<file path="config.mk">
export PLATFORM = sky130hd
export DESIGN_NAME = fc_stream_driver
export DESIGN_NICKNAME = d
export VERILOG_FILES = /design/src/rtl/fc_stream_driver.sv
export SDC_FILE = /design/constraint.sdc
export NUM_CORES = 1
export LEC_CHECK = 0
export BUFFER_PORTS_ARGS = -buffer_cell sky130_fd_sc_hd__buf_2
export CAP_MARGIN = 20
export CORE_MARGIN = 2
export CORE_UTILIZATION = 49
export DETAILED_ROUTE_END_ITERATION = 6
export PLACE_DENSITY = 0.8
export SYNTH_ARGS = -nofsm -noshare
export SYNTH_HDL_FRONTEND = slang
export SYNTH_SLANG_ARGS = --single-unit
</file>
<file path="constraint.sdc">
create_clock -name clk -period 1.8 [get_ports clk]
set_clock_uncertainty 0.05 [all_clocks]
set_input_delay 0.09 -clock clk [delete_from_list [all_inputs] [get_ports clk]]
set_output_delay 0.09 -clock clk [all_outputs]
set_load 0.01 [all_outputs]
</file>
<file path="src/rtl/fc_stream_driver.sv">
// Initiator side of the fc_controller word stream: reads a job image from local
// memory, streams it byte-swapped, then collects and reassembles the result.
module fc_stream_driver #(
    parameter int IN_BYTES  = 8,
    parameter int OUT_BYTES = 4,
    parameter int AW        = 8,
    parameter int TIMEOUT   = 1024
) (
    input  logic                   clk,
    input  logic                   rstn,
    input  logic                   start,
    input  logic [AW-1:0]          base_addr,
    output logic                   busy,
    output logic                   done,
    output logic                   timeout_err,
    output logic                   mem_rd_en,
    output logic [AW-1:0]          mem_addr,
    input  logic [31:0]            mem_rdata,
    output logic                   r_valid,
    output logic [31:0]            in_data,
    input  logic                   t_valid,
    input  logic [31:0]            out_data,
    output logic [OUT_BYTES*8-1:0] res_data,
    output logic                   res_valid
);

    localparam int TX_WORDS = IN_BYTES/4 + IN_BYTES*OUT_BYTES/4 + OUT_BYTES/4;
    localparam int RX_WORDS = OUT_BYTES/4;
    localparam int OUT_BITS = OUT_BYTES*8;
    localparam int TXC_W    = $clog2(TX_WORDS + 1);
    localparam int RXC_W    = $clog2(RX_WORDS + 1);
    localparam int IDLE_W   = $clog2(TIMEOUT + 1);

    typedef enum logic [1:0] {IDLE, SEND, WAIT} state_t;

    state_t              state;
    logic [TXC_W-1:0]    rd_cnt;
    logic                rd_pend;
    logic [RXC_W-1:0]    rx_cnt;
    logic [IDLE_W-1:0]   idle_cnt;

    // Memory words hold element 4k in the top byte; the wire carries it in the bottom byte.
    function automatic logic [31:0] swap32(input logic [31:0] w);
        return {w[7:0], w[15:8], w[23:16], w[31:24]};
    endfunction

    always_ff @(posedge clk) begin
        if (!rstn) begin
            state       <= IDLE;
            busy        <= 1'b0;
            done        <= 1'b0;
            timeout_err <= 1'b0;
            mem_rd_en   <= 1'b0;
            mem_addr    <= '0;
            r_valid     <= 1'b0;
            in_data     <= '0;
            res_data    <= '0;
            res_valid   <= 1'b0;
            rd_cnt      <= '0;
            rd_pend     <= 1'b0;
            rx_cnt      <= '0;
            idle_cnt    <= '0;
        end else begin
            done <= 1'b0;
            case (state)
                IDLE: begin
                    if (start) begin
                        state       <= SEND;
                        busy        <= 1'b1;
                        res_valid   <= 1'b0;
                        timeout_err <= 1'b0;
                        res_data    <= '0;
                        mem_rd_en   <= 1'b1;
                        mem_addr    <= base_addr;
                        rd_cnt      <= TXC_W'(1);
                        rd_pend     <= 1'b0;
                    end
                end
                SEND: begin
                    // rd_pend marks that mem_rdata holds the word requested last cycle.
                    rd_pend <= mem_rd_en;
                    r_valid <= rd_pend;
                    in_data <= rd_pend ? swap32(mem_rdata) : '0;
                    if (rd_cnt < TXC_W'(TX_WORDS)) begin
                        mem_addr <= mem_addr + 1'b1;
                        rd_cnt   <= rd_cnt + 1'b1;
                    end else begin
                        mem_rd_en <= 1'b0;
                    end
                    if (r_valid && !rd_pend) begin
                        state    <= WAIT;
                        idle_cnt <= '0;
                        rx_cnt   <= '0;
                    end
                end
                WAIT: begin
                    if (t_valid) begin
                        for (int k = 0; k < RX_WORDS; k++) begin
                            if (rx_cnt == RXC_W'(k)) begin
                                res_data[OUT_BITS-1-32*k -: 32] <= swap32(out_data);
                            end
                        end
                        idle_cnt <= '0;
                        if (rx_cnt == RXC_W'(RX_WORDS - 1)) begin
                            res_valid <= 1'b1;
                            done      <= 1'b1;
                            busy      <= 1'b0;
                            state     <= IDLE;
                        end else begin
                            rx_cnt <= rx_cnt + 1'b1;
                        end
                    end else if (idle_cnt == IDLE_W'(TIMEOUT - 1)) begin
                        timeout_err <= 1'b1;
                        done        <= 1'b1;
                        busy        <= 1'b0;
                        state       <= IDLE;
                    end else begin
                        idle_cnt <= idle_cnt + 1'b1;
                    end
                end
                default: state <= IDLE;
            endcase
        end
    end

endmodule
</file>
[Yosys cells after proc, flatten, opt, wreduce, memory -nomap -nowiden]
Index checks and enable logic that the tools add are counted.
Word-level totals
  input port bits: 76
  register bits: 97
  logic and storage cells: 92
Operators by class
  reductions and logical operators: 16
  order comparisons: 1
  equality and inequality tests: 14
  mux-type cells: 43
  $add $sub $neg: 4
Operators by type and width (count)
  32-bit two-way mux: 4
  32-bit case mux with 2 select lines: 1
  11-bit two-way mux: 3
  11-bit case mux with 2 select lines: 1
  1-bit two-way mux: 16
  8-bit two-way mux: 2
  2-bit inequality test (second input constant): 8
  8-bit case mux with 2 select lines: 1
  4-bit AND reduction: 4
  1-bit case mux with 2 select lines: 6
  3-bit AND reduction: 4
  11-bit by 1-bit adder with 11-bit output (second input constant): 1
  11-bit by 10-bit equality test with 1-bit output (second input constant): 1
  2-bit two-way mux: 5
  3-bit inequality test (second input constant): 3
  8-bit by 1-bit adder with 8-bit output (second input constant): 1
  4-bit two-way mux: 2
  4-bit case mux with 2 select lines: 1
  2-bit case mux with 3 select lines: 1
  2-bit nonzero test: 3
  4-bit by 1-bit adder with 4-bit output (second input constant): 1
  4-bit < comparator (second input constant): 1
  2-bit AND reduction: 2
  2-bit by 1-bit equality test with 1-bit output (second input constant): 1
  5 further kinds: 5

[Depth between registers and ports, before layout]
  word-level depth: 4
  mapped depth: 7
  gate-level depth less buffers: 5

[Worst setup path after synthesis]
No wires, ideal clock.
  kind: register to register
  from: register rd_cnt[0]
  to: register mem_addr[6]
  arrival time: 1483 ps
  path buffers: 1
  library setup time: 121 ps
  data required time: 1629 ps
  cell stages (with the launch flop): 7
  slack: 146 ps
  clock period less this slack: 1654 ps
  cells stage by stage: dfxtp_1 > ha_1 > o211a_1 > or3_1 > buf_2 > nor3_1 > nor3_1
Between the ends
  word-level cells in the longest chain between the ends: 3
RTL lines
  start, declared: line 37  | logic [TXC_W-1:0] rd_cnt;
  start signal, assigned: line 86  | rd_cnt <= rd_cnt + 1'b1;
  4-bit < comparator: line 84  | if (rd_cnt < TXC_W'(TX_WORDS)) begin
  2-bit inequality test (no line)
  3-bit AND reduction (no line)
  end signal, assigned: line 74  | mem_addr <= base_addr;
  end signal, assigned: line 85  | mem_addr <= mem_addr + 1'b1;
  end, declared: line 17  | output logic [AW-1:0] mem_addr,
No other way between the ends.
A chain may end at the register's enable or synchronous reset.

[Worst setup path after layout]
Same ends and word-level chain as after synthesis.

==> impl_metrics.json <==
{
  "synth.area.top_cells": "dfxtp_1 (47%), a21boi_0 (6.7%), a22oi_1 (6.2%)",
  "fin_crit_ns": 1.72,
  "end_kind": "flop",
  "critPathKind": "flop to flop",
  "cts_tree": "yes",
  "holdCritPathClass": "input pin to flop",
  "power.density_nw_per_um2": 714,
  "synth_seq_cells": 96,
  "drive_gt1_share_pct": 29.9,
  "first_pass_iters": 5,
  "yosysWarnings": 0,
  "start_kind": "flop",
  "wl_met3_um": 1010,
  "die_area_um2": 9150,
  "grt_pass1_vias": 4063,
  "status": "finished clean",
  "peakVddDrop_uv": 453,
  "clockRootBuffer": "clkbuf_8",
  "num_vias": 4230,
  "die_w_um": 95.7,
  "drtIter0Drc": 200,
  "syn-cell-area_um2": 4120,
  "met1_length_um": 4910,
  "slew_headroom_pct": 75.2,
  "fmax_mhz": 580,
  "setup_ws_ns": 0.0769,
  "gr-usage-all-layers_pct": 26.7,
  "final_util_pct": 71.1,
  "stdcell_count": 773,
  "synthDominantAreaCellType": "dfxtp_1",
  "ctsLongestPathBuffers": 2,
  "synth_nets": 537,
  "n_antenna_cell": 0,
  "ios": 154,
  "crit_end": "mem_addr[6]",
  "nets": 742,
  "grt-ovfl-total": 0,
  "insertion_delay_ns": 0.35,
  "syn_to_final_growth_pct": 41.2,
  "antenna_found_initial": 0,
  "worstPathMaxFanout": 9,
  "hold_viol_final": 0,
  "grt_pass1_wl_um": 19300,
  "maxCapViolations": 0,
  "startpoint": "rd_cnt[0]",
  "gp_congestion": 0.842,
  "slew_violations": 0,
  "clkTransAtPathRegs_ns": 0.09,
  "rsz0062_at_grt": "false",
  "synth_top_area_share_pct": 46.7,
  "worstRegToRegCells": 5,
  "r2r-start": "rd_cnt[0]",
  "ff2ff_setup_slack_ns": 0.08,
  "cp.arrival_ns": 1.91,
  "rr_endpoint": "mem_addr[6]",
  "synthArstFlopShare_pct": 0,
  "dpl_worst_slack_ns": 0.00290,
  "grt_max_degree": 45,
  "drcViolationCount": 0,
  "top_layer": "met4",
  "core.rowCount": 33,
  "synth.avg_cell_area_um2": 8.99,
  "ys_seq_area_share_pct": 46.7,
  "syn_inst": 458,
  "path_cells": "ha_1 -> o211a_1 -> or3_4 -> nor3_2 -> nor3_1",
  "required_ns": 1.99,
  "cts_sinks": 96,
  "slowest_delay_ns": 0.43,
  "tns_ns": 0,
  "viasPerCell": 5.47,
  "design_area_um2": 5810,
  "hpwl_um": 7250,
  "leakage_nw": 2.45,
  "setup_viol": 0,
  "drt-wirelength-per-cell_um": 15.7,
  "period_share_pct": 95.7,
  "port_buffers": 153,
  "met2_length_um": 5910,
  "placed_cells": 694,
  "initial_utilization_pct": 50.4,
  "cts.htree.levels": 3,
  "ant_nets": 0,
  "dpl-instance-area_um2": 4970,
  "worstMarginPinSlew_ns": 0.371,
  "finalWirelength_um": 12200,
  "numCtsBuffers": 9,
  "core_um2": 8180,
  "synth_edf_count": 0,
  "slowest_stage": "or3_4",
  "postCtsSetupRepairBufs": 0,
  "ys.flop_type": "dfxtp_1",
  "ys_types": 58,
  "die_h_um": 95.7
}
## per-layer routing
metal	vias to the layer above	global-route usage, %
met5	-	0
met4	0	12.0
met3	37	8.22
met2	210	44.6
met1	1950	31.5
li1	2033	-
## metrics by stage
stage / total power [mW] / hold WS (ns)
after floorplan: 2.47 / 0.214
after global placement: 2.63 / 0.315
after detailed placement: 2.65 / 0.318
after CTS: 4.16 / 0.00858
after global routing: 4.33 / 0.0464
final: 4.15 / 0.0343
## timing repair
item,in CTS,in global routing
cloned,0,0
hold endpoints to repair,63,0
resized for setup,2,1
setup endpoints to repair,2,1
hold buffers,63,0
## synthesized netlist by cell type (6+ instances only)
cell,instances
a21boi_0,37
a21oi_1,10
a22oi_1,34
buf_2,13
clkbuf_1,20
dfxtp_1,96
nand2_1,61
nand3_1,42
nor2_1,13
nor2b_1,36
nor3_1,6
o21ai_0,13
## cell families (layout without fill, tap and decap cells)
logic type,count (synthesis),after routing,share of synthesized area [%]
adder cells (fa/ha/maj),3,3,0.912
flip-flops,96,96,46.7
AO/OA/AOI/OAI,127,127,22.5
multiplexers,1,1,0.243
buffers and inverters,41,251,5.04
XOR/XNOR,1,1,0.213
AND/OR/NAND/NOR,189,189,24.4
## placed cells by master, fill, tap and decap left out, drive strengths merged, types with 3 or more instances in the layout
master	instances
nor3	6
o21ai	15
and2	4
dfxtp	96
clkbuf	10
ha	3
dlygate4sd3	63
a22oi	34
nor2	13
clkinvlp	3
and3	4
a41oi	3
nor3b	4
nor2b	36
o21a	4
nand3	43
a21oi	12
inv	3
a21boi	39
o211a	4
buf	170
nand2	61
## worst min-delay path by stage
| stage | from | endpoint | depth (start not counted) |
|---|---|---|---|
| CTS | out_data[6] | res_data[30] | 3 |
| global route | base_addr[1] | mem_addr[1] | 4 |
| detailed placement | out_data[13] | res_data[21] | 3 |
| global placement | out_data[6] | res_data[30] | 3 |
| finish | base_addr[1] | mem_addr[1] | 4 |
| floorplan | mem_rdata[24] | in_data[0] | 2 |
## state kept, by name, summed over array words and instances (netlist names), 2 cells and up
signal    count
state         2
mem_addr      8
in_data      32
res_data     32
rd_cnt        4
idle_cnt     11
## area by class of cell
class                           count  area [um2]
Fill cell                         582        2360
Inverter                            2        7.51
Multi-Input combinational cell    321        2000
Tap cell                          105         131
Sequential cell                    96        1920
Timing Repair Buffer              233        1550
Clock inverter                      6        66.3
Clock buffer                       10         138
## report_power, final
group	total, mW	switching (mW)	internal [mW]	leakage, nW
Sequential	2.20	0.0398	2.16	0.776
Clock	1.43	0.751	0.683	0.0949
Combinational	0.521	0.250	0.271	1.58
Total	4.15	1.04	3.11	2.45
## worst max-delay path: cells and delay by family (launching register included)
family,cells,cell delay (ns)
AO/OA/AOI/OAI,1,0.25
AND/OR/NAND/NOR,3,0.71
flip-flops,1,0.36
adder cells (fa/ha/maj),1,0.25
(Power assumes the default switching activity.)
